**src/rtl/div_iter.sv**
```systemverilog
// div_iter: iterative radix-2 restoring divider for RV64M divide/remainder ops
module div_iter #(
    parameter int WIDTH = 64
) (
    input  logic             i_clk,
    input  logic             i_rst,
    input  logic             i_flush,
    input  logic             i_start,
    output logic             o_busy,
    output logic             o_end_valid,
    input  logic             i_end_ready,
    input  logic             i_divw,
    input  logic             i_signed,
    input  logic [WIDTH-1:0] i_dividend,
    input  logic [WIDTH-1:0] i_divisor,
    output logic [WIDTH-1:0] o_quotient,
    output logic [WIDTH-1:0] o_remainder
);
    localparam int H  = WIDTH / 2;
    localparam int CW = $clog2(WIDTH + 1);

    typedef enum logic [1:0] {IDLE, BUSY, FIX, DONE} state_t;

    state_t state, state_nx;
    logic [CW-1:0] cnt;
    logic [WIDTH-1:0] quo, rem, dvs;
    logic word, neg_q, neg_r;

    logic [WIDTH-1:0] ext_a, ext_b, abs_a, abs_b, min_v, q_fix, r_fix;
    logic neg_a, neg_b, div0, ovf, special, accept;
    logic [WIDTH:0] trial;

    assign ext_a   = i_divw ? {{H{i_signed & i_dividend[H-1]}}, i_dividend[H-1:0]} : i_dividend;
    assign ext_b   = i_divw ? {{H{i_signed & i_divisor[H-1]}}, i_divisor[H-1:0]} : i_divisor;
    assign neg_a   = i_signed & ext_a[WIDTH-1];
    assign neg_b   = i_signed & ext_b[WIDTH-1];
    assign abs_a   = neg_a ? -ext_a : ext_a;
    assign abs_b   = neg_b ? -ext_b : ext_b;
    assign min_v   = i_divw ? {{(H+1){1'b1}}, {(H-1){1'b0}}} : {1'b1, {(WIDTH-1){1'b0}}};
    assign div0    = ext_b == '0;
    assign ovf     = i_signed && ext_a == min_v && &ext_b;
    assign special = div0 | ovf;
    assign accept  = state == IDLE && i_start && !i_flush;
    assign trial   = {rem, quo[WIDTH-1]} - {1'b0, dvs};
    assign q_fix   = neg_q ? -quo : quo;
    assign r_fix   = neg_r ? -rem : rem;
    assign o_busy      = state != IDLE;
    assign o_end_valid = state == DONE;

    // next state; flush overrides everything
    always_comb begin
        state_nx = state;
        case (state)
            IDLE:    state_nx = accept ? (special ? FIX : BUSY) : IDLE;
            BUSY:    state_nx = cnt == CW'(1) ? FIX : BUSY;
            FIX:     state_nx = DONE;
            DONE:    state_nx = i_end_ready ? IDLE : DONE;
            default: state_nx = IDLE;
        endcase
        if (i_flush) state_nx = IDLE;
    end

    // state register
    always_ff @(posedge i_clk) begin
        if (i_rst) state <= IDLE;
        else       state <= state_nx;
    end

    // operand capture, shift-subtract iterations and sign-corrected result registers
    always_ff @(posedge i_clk) begin
        if (i_rst) begin
            cnt         <= '0;
            quo         <= '0;
            rem         <= '0;
            dvs         <= '0;
            word        <= 1'b0;
            neg_q       <= 1'b0;
            neg_r       <= 1'b0;
            o_quotient  <= '0;
            o_remainder <= '0;
        end else begin
            if (accept) begin
                word  <= i_divw;
                neg_q <= !special & (neg_a ^ neg_b);
                neg_r <= !special & neg_a;
                cnt   <= i_divw ? CW'(H) : CW'(WIDTH);
                dvs   <= abs_b;
                quo   <= div0 ? '1 : ovf ? ext_a : i_divw ? abs_a << H : abs_a;
                rem   <= div0 ? ext_a : '0;
            end else if (state == BUSY) begin
                rem <= trial[WIDTH] ? {rem[WIDTH-2:0], quo[WIDTH-1]} : trial[WIDTH-1:0];
                quo <= {quo[WIDTH-2:0], !trial[WIDTH]};
                cnt <= cnt - CW'(1);
            end
            if (state == FIX && !i_flush) begin
                o_quotient  <= word ? {{H{q_fix[H-1]}}, q_fix[H-1:0]} : q_fix;
                o_remainder <= word ? {{H{r_fix[H-1]}}, r_fix[H-1:0]} : r_fix;
            end
        end
    end
endmodule

```
**config.mk**
```make
export PLATFORM = sky130hd
export DESIGN_NAME = div_iter
export DESIGN_NICKNAME = d
export VERILOG_FILES = /design/src/rtl/div_iter.sv
export SDC_FILE = /design/constraint.sdc
export NUM_CORES = 1
export LEC_CHECK = 0
export CORE_ASPECT_RATIO = 1.2
export CORE_MARGIN = 2
export CORE_UTILIZATION = 30
export DETAILED_ROUTE_END_ITERATION = 12
export GPL_TIMING_DRIVEN = 0
export SYNTH_ARGS = -nofsm -noshare
export SYNTH_HDL_FRONTEND = slang
export SYNTH_SLANG_ARGS = --single-unit
```
**constraint.sdc**
```tcl
create_clock -name i_clk -period 5.8 [get_ports i_clk]
set_input_delay 1.16 -clock i_clk [delete_from_list [all_inputs] [get_ports i_clk]]
set_output_delay 1.16 -clock i_clk [all_outputs]
set_load 0.02 [all_outputs]
```
==> flow_summary.yaml <==
setup_path:
  crit_type: "input pin to flip-flop"
  arrival_ns: 6.17
  required_ns: 6.31
  end_kind: "flip-flop"
  cp-start-kind: "input pin"
  crit_path_max_fanout: 10
power:
  ir_drop_mv: 0.2128
  powerDensity_nw_per_um2: 268.1
  total_leakage_power_uw: 0.01026
  total_power_uw: 7938
place:
  place_ws_ns: -1.070
  io_buffers: 258
  dpl.hpwl_um: 107500
  place.gp.congestion: 1.057
sta:
  finalHoldViolCount: 0
  tightest_slew_ns: 1.416
  maxSlewViolCount: 0
  fin_setup_tns_ns: 0
  hold-worst-slack_ns: 0.4376
  period_needed_ns: 5.662
  slew_headroom: 0.05602
  setup_viol: 0
  period_share: 0.9763
  clock.fmax_mhz: 176.6
  setup_ws_ns: 0.1377
  grt_setup_unrepaired: "false"
  skew_ns: 0.03761
detailed_routing:
  vias_per_cell: 5.963
  wl_um: 133500
  vias: 27977
  drc: 0
  drt_first_pass_iters: 5
  detail-route-antenna-nets: 0
  drtIter0Drc: 3303
  wl_per_cell_um: 28.46
synthesis:
  syn_inst: 3315
  syn_area_per_cell_um2: 7.322
  synth_top_area_share: 0.2738
  seq_area_frac_synth: 0.2738
  synth_flop_cell: "dfxtp_1"
  synth_async_sr_flop_share: 0
  yosys-top-cells-count: "nor2_1, nand2_1, dfxtp_1"
  yosys_warnings: 0
  yosysUniqueCellTypes: 84
  synthesis.nets: 3522
  synth_area_leader_cell: "dfxtp_1"
  ys_ff_latch: 332
  synth_most_common_cell: "nor2_1"
  synth_edf_count: 0
  netlist_area_um2: 24270
  netlist_top_cells_area: "dfxtp_1, a21oi_1, xor2_1"
grt:
  antenna_found_initial: 8
  grt_pass1_wl_um: 188600
  grt_max_degree: 14
  track_usage: 0.3104
  grt_pass1_vias: 26847
  grt_overflow: 0
floorplanning:
  dieWidth_um: 263.7
  fp.dieH_um: 315.6
  die_area_um2: 83210
  initial_core_util: 0.3023
  ios: 265
  fp-row-count: 114
  coreArea_um2: 80300
clock_network:
  root_buffer: "clkbuf_16"
  postCtsHoldBufs: 0
  cts.clk_slew.worst_paths_ns: 0.06
  cts_buffers: 40
  cts_max_level: 2
  cts_tree: "done"
  cts_sinks: 332
  clock_path_buffers: 3
  clock_latency_ns: 0.60
outcome:
  status: "completed"
layout:
  drive_gt1_frac: 0.03293
  synthToLayoutAreaGrowth_pct: 22.00
  fillers: 8555
  register_area_um2: 6646
  final_nets: 3823
  multiInputGateArea_um2: 16400
job:
  maxCapViolCount: 0
hold_path:
  hold_path.class: "flip-flop to flip-flop"
## kinds of logic after synthesis
logic type | share of synthesized area
and+or+nand+nor | 0.2211
AOI/OAI and AO/OA | 0.2895
buffers and inverters | 0.05412
DFF | 0.2738
xor gates and xnor gates | 0.1054
adders and majority gates | 0.03742
muxes | 0.01866
## sequential cells by signal, indices dropped and copies added, names as in the netlist
name,cells
dvs,64
o_quotient,64
o_remainder,64
quo,64
rem,64
cnt,7
state,2
neg_q,1
neg_r,1
word,1
## through the flow
stage	util	cell area (um2)	instances
3_5_place_dp	0.3507	28160	4617
4_1_cts	0.3678	29540	4687
5_1_grt	0.3687	29610	4691
2_1_floorplan	-	24270	3315
3_3_place_gp	0.3507	28160	4617
6_report	0.3688	29610	4692
## power breakdown
| group | internal [uW] | total [uW] | switching, uW |
|---|---|---|---|
| Clock | 1570 | 2660 | 1100 |
| Sequential | 2370 | 2520 | 141 |
| Combinational | 900 | 2760 | 1860 |
## worst max-delay path, cell delays in order
cell,delay [ns]
clkdlybuf4s50_1,0.64
clkbuf_1,0.73
clkbuf_2,0.49
buf_2,0.39
clkbuf_2,0.43
buf_1,0.54
clkbuf_1,0.49
buf_1,0.60
nand2_1,0.44
a21oi_1,0.23
## cell usage in the layout (no fill, tap or decap), types with 32 or more instances in the layout
master           instances
a211oi_1               107
clkbuf_16               40
xor2_1                 156
nand3_1                 57
o211ai_1                35
o31ai_1                 73
nor4_1                  42
or4_1                   32
clkbuf_1               222
clkdlybuf4s50_1        258
or3_1                   48
a311oi_1                47
nor2_1                 361
nand2_1                345
a21o_1                  34
o21ai_0                206
nand4_1                 38
nor3_1                  87
inv_1                   98
dfxtp_1                332
a21oi_1                307
xnor2_1                136
mux2i_1                 43
ha_1                    71
## layer usage
layer	vias to the layer above	global-route usage	share of wire
met5	-	0	0.00033
met4	6	0.2429	0.089
met3	366	0.05981	0.086
met2	1506	0.4939	0.44
met1	13409	0.3693	0.39
li1	12690	-	-
## layout make-up
type | instances | area share
diodes | 4 | 0.0003380
clock inverters | 18 | 0.008154
flip-flops and latches | 332 | 0.2244
plain buffers | 249 | 0.03215
clock buffers | 52 | 0.03735
repair buffers | 259 | 0.08738
multi-input cells | 2636 | 0.5537
well taps | 1044 | 0.04411
inverters | 98 | 0.01242
## path summary, 6_finish.rpt
check,startpoint,end,slack (ns),depth (start not counted)
worst min register to register,o_remainder[60],o_remainder[60],0.44,2
worst max register to register,rem[0],rem[30],0.38,14
worst min-delay path,o_remainder[60],o_remainder[60],0.44,2
worst max-delay path,i_divw,cnt[5],0.14,10
## timing repair
action                                  4_1_cts  5_1_grt
endpoints found under the setup margin      106       44
buffers inserted                              0        0
gates resized for setup                       8       14
Note: power is estimated with default switching activity, not from simulation.
